[src/rtl/control_sequencer.sv]
// Multi-beat fetch/decode/execute control sequencer with a mem_ready handshake.
// Optional memory wait timeout: define CTRL_MEM_TIMEOUT_EN to enable the FAULT state.
module control_sequencer #(
  parameter int IR_BYTES   = 2,
  parameter int ADDR_BYTES = 2,
  parameter int TIMEOUT    = 15
) (
  input  logic                    clk,
  input  logic                    reset_n,
  input  logic [8*IR_BYTES-1:0]   opcode,
  input  logic [2:0]              alu_flags,
  input  logic                    mem_ready,
  output logic                    mem_read,
  output logic                    mem_write,
  output logic [IR_BYTES-1:0]     ir_load,
  output logic [ADDR_BYTES-1:0]   mar_load,
  output logic [ADDR_BYTES-1:0]   jr_load,
  output logic                    pc_increment,
  output logic                    pc_set,
  output logic                    gp_read,
  output logic                    gp_write,
  output logic [2:0]              gp_input_select,
  output logic [2:0]              gp_output_select,
  output logic [3:0]              alu_operation,
  output logic                    latch_alu,
  output logic                    busy,
  output logic                    fault
);

  localparam int MAXB = (IR_BYTES > ADDR_BYTES) ? IR_BYTES : ADDR_BYTES;
  localparam int CW   = $clog2(MAXB) + 1;

  localparam logic [3:0] S_IDLE      = 4'd0;
  localparam logic [3:0] S_FETCH     = 4'd1;
  localparam logic [3:0] S_DECODE    = 4'd2;
  localparam logic [3:0] S_ADDR      = 4'd3;
  localparam logic [3:0] S_MEM       = 4'd4;
  localparam logic [3:0] S_ALU       = 4'd5;
  localparam logic [3:0] S_STORE     = 4'd6;
  localparam logic [3:0] S_JUMP_ADDR = 4'd7;
  localparam logic [3:0] S_JUMP_EXEC = 4'd8;
  localparam logic [3:0] S_HALT      = 4'd9;
  localparam logic [3:0] S_FAULT     = 4'd10;

  logic [3:0]    state_q, state_d;
  logic [CW-1:0] cnt_q, cnt_d;
  logic [31:0]   op_s;
  logic          unused_op_s;

  // Narrow IR builds read the upper opcode fields as zero.
  assign op_s        = 32'(opcode);
  assign unused_op_s = ^{op_s[31:16], op_s[9:8]};

`ifdef CTRL_MEM_TIMEOUT_EN
  localparam int WW = $clog2(TIMEOUT + 1);
  logic [WW-1:0] wait_q, wait_d;
  logic          fault_q, fault_d;
`endif

  always_comb begin
    state_d          = state_q;
    cnt_d            = cnt_q;
    mem_read         = 1'b0;
    mem_write        = 1'b0;
    ir_load          = {IR_BYTES{1'b0}};
    mar_load         = {ADDR_BYTES{1'b0}};
    jr_load          = {ADDR_BYTES{1'b0}};
    pc_increment     = 1'b0;
    pc_set           = 1'b0;
    gp_read          = 1'b0;
    gp_write         = 1'b0;
    latch_alu        = 1'b0;
    gp_input_select  = op_s[4:2];
    gp_output_select = op_s[7:5];
    alu_operation    = op_s[13:10];
    busy             = (state_q != S_IDLE) && (state_q != S_HALT) && (state_q != S_FAULT);
    case (state_q)
      S_IDLE: begin
        state_d = S_FETCH;
        cnt_d   = {CW{1'b0}};
      end
      S_FETCH: begin
        mem_read = 1'b1;
        if (mem_ready) begin
          pc_increment = 1'b1;
          for (int k = 0; k < IR_BYTES; k++) begin
            ir_load[k] = (cnt_q == CW'(IR_BYTES - 1 - k));
          end
          if (cnt_q == CW'(IR_BYTES - 1)) begin
            state_d = S_DECODE;
            cnt_d   = {CW{1'b0}};
          end else begin
            cnt_d = cnt_q + CW'(1);
          end
        end else begin
          cnt_d = cnt_q;
        end
      end
      S_DECODE: begin
        case (op_s[15:14])
          2'b00:   state_d = S_ALU;
          2'b01:   state_d = S_ADDR;
          2'b10:   state_d = S_JUMP_ADDR;
          2'b11:   state_d = S_HALT;
          default: state_d = S_HALT;
        endcase
        cnt_d = {CW{1'b0}};
      end
      S_ALU: begin
        gp_write  = 1'b1;
        latch_alu = 1'b1;
        state_d   = S_STORE;
      end
      S_STORE: begin
        gp_read = 1'b1;
        state_d = S_FETCH;
        cnt_d   = {CW{1'b0}};
      end
      S_ADDR, S_JUMP_ADDR: begin
        mem_read = 1'b1;
        if (mem_ready) begin
          pc_increment = 1'b1;
          for (int k = 0; k < ADDR_BYTES; k++) begin
            if (state_q == S_ADDR) begin
              mar_load[k] = (cnt_q == CW'(ADDR_BYTES - 1 - k));
            end else begin
              jr_load[k] = (cnt_q == CW'(ADDR_BYTES - 1 - k));
            end
          end
          if (cnt_q == CW'(ADDR_BYTES - 1)) begin
            state_d = (state_q == S_ADDR) ? S_MEM : S_JUMP_EXEC;
            cnt_d   = {CW{1'b0}};
          end else begin
            cnt_d = cnt_q + CW'(1);
          end
        end else begin
          cnt_d = cnt_q;
        end
      end
      S_MEM: begin
        // opcode[13] selects store (drive bus from regfile) versus load.
        if (op_s[13]) begin
          mem_write = 1'b1;
          gp_write  = 1'b1;
        end else begin
          mem_read = 1'b1;
          gp_read  = mem_ready;
        end
        if (mem_ready) begin
          state_d = S_FETCH;
          cnt_d   = {CW{1'b0}};
        end else begin
          state_d = S_MEM;
        end
      end
      S_JUMP_EXEC: begin
        case (op_s[1:0])
          2'b00:   pc_set = 1'b1;
          2'b01:   pc_set = alu_flags[0];
          2'b10:   pc_set = alu_flags[1];
          2'b11:   pc_set = alu_flags[2];
          default: pc_set = 1'b0;
        endcase
        state_d = S_FETCH;
        cnt_d   = {CW{1'b0}};
      end
      S_HALT:  state_d = S_HALT;
      S_FAULT: state_d = S_FAULT;
      default: begin
        state_d = S_IDLE;
        cnt_d   = {CW{1'b0}};
      end
    endcase

`ifdef CTRL_MEM_TIMEOUT_EN
    fault_d = fault_q;
    wait_d  = {WW{1'b0}};
    // Only consecutive stalled cycles in a handshake state count toward the limit.
    if ((state_q == S_FETCH || state_q == S_ADDR || state_q == S_MEM ||
         state_q == S_JUMP_ADDR) && !mem_ready) begin
      if (wait_q == WW'(TIMEOUT - 1)) begin
        state_d = S_FAULT;
        fault_d = 1'b1;
      end else begin
        wait_d = wait_q + WW'(1);
      end
    end else begin
      wait_d = {WW{1'b0}};
    end
    fault = fault_q;
`else
    fault = 1'b0;
`endif
  end

  // State, beat counter and optional timeout registers.
  always_ff @(posedge clk or negedge reset_n) begin
    if (!reset_n) begin
      state_q <= S_IDLE;
      cnt_q   <= {CW{1'b0}};
`ifdef CTRL_MEM_TIMEOUT_EN
      wait_q  <= {WW{1'b0}};
      fault_q <= 1'b0;
`endif
    end else begin
      state_q <= state_d;
      cnt_q   <= cnt_d;
`ifdef CTRL_MEM_TIMEOUT_EN
      wait_q  <= wait_d;
      fault_q <= fault_d;
`endif
    end
  end

endmodule

[config.mk]
export PLATFORM = sky130hd
export DESIGN_NAME = control_sequencer
export DESIGN_NICKNAME = d
export VERILOG_FILES = /design/src/rtl/control_sequencer.sv
export SDC_FILE = /design/constraint.sdc
export NUM_CORES = 1
export LEC_CHECK = 0
export BUFFER_PORTS_ARGS = -buffer_cell sky130_fd_sc_hd__buf_2
export CAP_MARGIN = 30
export CORE_ASPECT_RATIO = 0.9
export CORE_MARGIN = 2
export CORE_UTILIZATION = 40
export DETAILED_ROUTE_END_ITERATION = 16
export HOLD_SLACK_MARGIN = 0.08
export MAX_ROUTING_LAYER = met4
export PLACE_DENSITY = 0.79
export SETUP_SLACK_MARGIN = 0.4
export SYNTH_ARGS = -nofsm -noshare
export SYNTH_HDL_FRONTEND = slang
export SYNTH_SLANG_ARGS = --single-unit
export TNS_END_PERCENT = 5
[constraint.sdc]
create_clock -name clk -period 2.05 [get_ports clk]
set_clock_uncertainty 0.05 [all_clocks]
set_input_delay 0.615 -clock clk [delete_from_list [all_inputs] [get_ports clk]]
set_output_delay 0.615 -clock clk [all_outputs]
set_load 0.01 [all_outputs]
==> impl_metrics.ini <==
[synthesis]
syn_nets = 125
yosysUniqueCellTypes = 42
syn-cell-area_um2 = 798
ys_seq_elements = 6
netlist_instances = 100
avgSynthCellArea_um2 = 7.98
ys_warn_count = 0
yosysSeqAreaShare_pct = 18.8

[finish]
syn_to_final_growth_pct = 35.1
diodes = 0
fillers = 159
final_nets = 155
drive_gt1_share_pct = 57.8
final_core_utilization_pct = 56.9
seq_area_um2 = 156
multiInputGateArea_um2 = 568

[placed_design]
gp_congestion = 0.859
hpwlAfterDp_mm = 1.47
io_buffer_count = 25

[routing]
num_vias = 816
wl_mm = 2.12
vias_per_cell = 5.33
drtAntennaViolNets = 0
drtPass1Iterations = 5
drc = 0
wire_per_inst_um = 13.9
drtIter0Drc = 30

[clock_network]
cts.sinks = 6
h-tree-depth = 1
root_buffer = clkbuf_4
cts_tree = yes
cts_buffer_depth = 2
clock_latency_ns = 0.24
numCtsBuffers = 3
cts_hold_buffers = 0
clkTransAtPathRegs_ns = 0.04

[global_routing]
grt_pass1_vias = 699
overflow = 0
grt_max_degree = 13
grt_first_pass_wirelength_mm = 3.13
grtUsageTotal_pct = 18.8
antenna_found_initial = 0

[timing]
setup_ws_ns = -0.0376
period_share_pct = 102
fin_crit_ns = 2.09
finalHoldViolations = 0
finalSetupViolCount = 2
rsz0062_at_grt = yes
slew_viol_final = 0
fmax_mhz = 479
timing.hold.ws_ns = 0.134

[critical_path]
crit_arrival_ns = 1.42
crit_path_start_kind = flop
cp-end-kind = output pin
worst_path_max_delay_cell = or3_4
worstPathRequired_ns = 1.38
slowest_delay_ns = 0.45
path_delay_family = simple AND/OR/NAND/NOR gates
crit_path_cell_trace = or3_4 > nor4_4 > buf_2
critPathBufInv = 1
worstSetupPathType = flop to output pin
crit_path_max_fanout = 3

[floorplanning]
die_h_um = 46.4
initial_core_util_pct = 42.1
dieArea_um2 = 2370
die_x_um = 51.1
coreArea_um2 = 1900
ios = 47
rows = 15

[run]
max-cap-violations = 0

[pwr]
powerDensity_nw_per_um2 = 1370
power_leakage_nw = 0.504
ir_drop_v = 0.000650

[status]
status = finished, violations left
violations = setup timing

[worst_hold_path]
hp-class = input pin to asynchronous set/reset pin
==> timing repair <==
action | CTS | global route
resized for setup | 9 | 11
pin swaps | 2 | 2
endpoints found under the setup margin | 14 | 15
buffers inserted | 3 | 5
==> worst reg2reg max path, stage by stage (launching register included) <==
cell and delay (ns):
dfrtp_2 0.47, buf_4 0.18, buf_4 0.15, nand2b_1 0.19, o32ai_1 0.24, nand2_1 0.11, o221ai_2 0.08
==> flip-flops by register name (all words and copies together), names as in the netlist <==
signal	count
state_q	4
cnt_q	2
==> logic make-up (layout without fill, tap and decap cells) <==
kind of cell | count (synthesis) | in the layout | share of synthesized area (%)
fa+ha+maj | 3 | 3 | 4.70
compound gates | 17 | 17 | 15.7
simple gates | 45 | 45 | 34.5
mux | 3 | 3 | 4.54
buf+inv | 24 | 52 | 20.2
flops | 6 | 6 | 18.8
other cells | 1 | 1 | 0.470
xor+xnor | 1 | 1 | 1.10
==> final cells by class <==
type	instances	share of cell area [%]
Multi-Input combinational cell	70	52.7
Timing Repair Buffer	45	26.5
Sequential cell	6	14.5
Tap cell	25	2.90
Clock buffer	3	2.09
Inverter	4	1.39
==> report_power, final <==
group	internal (W)	leakage, nW	switching (W)
clock	0.0000661	0.0138	0.0000416
combinational	0.000557	0.421	0.000557
sequential	0.000173	0.0692	0.0000864
total	0.000797	0.504	0.000685
==> cells in the mapped netlist, drive strengths merged <==
| master | instances | area share [%] |
|---|---|---|
| buf | 20 | 18 |
| nor2 | 9 | 4.2 |
| dfrtp | 6 | 19 |
| nand2b | 6 | 4.7 |
| nor3 | 6 | 4.4 |
| a21oi | 5 | 3.1 |
| nand2 | 5 | 2.4 |
| nor4 | 5 | 5.5 |
| inv | 4 | 1.9 |
| ha | 3 | 4.7 |
| nand3b | 3 | 3.3 |
| o22ai | 3 | 3.1 |
| mux2 | 2 | 3.3 |
| nor2b | 2 | 1.6 |
| nor4b | 2 | 2.2 |
| o21ai | 2 | 1.3 |
| a221oi | 1 | 1.1 |
| a2bb2oi | 1 | 1.1 |
| and2 | 1 | 0.78 |
| and2b | 1 | 0.94 |
| and3 | 1 | 0.78 |
| conb | 1 | 0.47 |
| mux2i | 1 | 1.3 |
| nand3 | 1 | 0.63 |
| nor3b | 1 | 0.94 |
| o21bai | 1 | 0.94 |
| o221ai | 1 | 1.9 |
| o311ai | 1 | 1.1 |
| o31ai | 1 | 0.94 |
| o32ai | 1 | 1.1 |
| or2 | 1 | 0.78 |
| or3 | 1 | 1.4 |
| xnor2 | 1 | 1.1 |
==> metrics by stage <==
stage | worst slack (ns) | TNS [ns] | total power [W] | std cells | instance area (um2)
5_1_grt | -0.0703 | -0.382 | 0.00160 | 153 | 1080
3_5_place_dp | -0.118 | -0.229 | 0.00114 | 142 | 922
3_3_place_gp | -0.0739 | -0.175 | 0.00111 | 142 | 922
6_report | -0.0376 | -0.0397 | 0.00148 | 153 | 1080
4_1_cts | -0.0405 | -0.106 | 0.00132 | 148 | 993
2_1_floorplan | 0.147 | 0 | 0.000936 | 100 | 822
==> per-layer routing <==
| metal | routed length (um) | part of all wire [%] | global-route usage (%) |
|---|---|---|---|
| met5 | 0 | 0 | - |
| met4 | 16 | 0.75 | 8.65 |
| met3 | 146 | 6.9 | 5.52 |
| met2 | 1080 | 51 | 30.4 |
| met1 | 882 | 42 | 21.7 |
==> layout by cell type (no fill, tap or decap), types with 2 or more instances in the layout <==
cell type	count
nand2_1	5
nand2b_2	2
nor4_4	2
o22ai_1	2
nand2b_4	2
buf_6	2
nand2b_1	2
buf_2	24
nand3b_1	2
buf_4	19
a21oi_1	5
nor3_2	3
inv_1	3
nor2_1	9
nor2b_4	2
clkbuf_4	3
nor3_1	3
nor4_2	2
ha_1	3
dfrtp_2	5
==> worst paths after layout <==
kind                            start         end  slack (ns)  cells after the start
hold / removal                reset_n  state_q[2]        0.13                      1
setup reg to reg           state_q[3]    cnt_q[0]        0.50                      6
min in group clk             cnt_q[1]    cnt_q[1]        0.50                      1
max in group asynchronous     reset_n  state_q[0]        1.66                      1
setup / recovery             cnt_q[1]  ir_load[1]       -0.04                      3
hold reg to reg              cnt_q[1]    cnt_q[1]        0.50                      1
(Power assumes the default switching activity.)
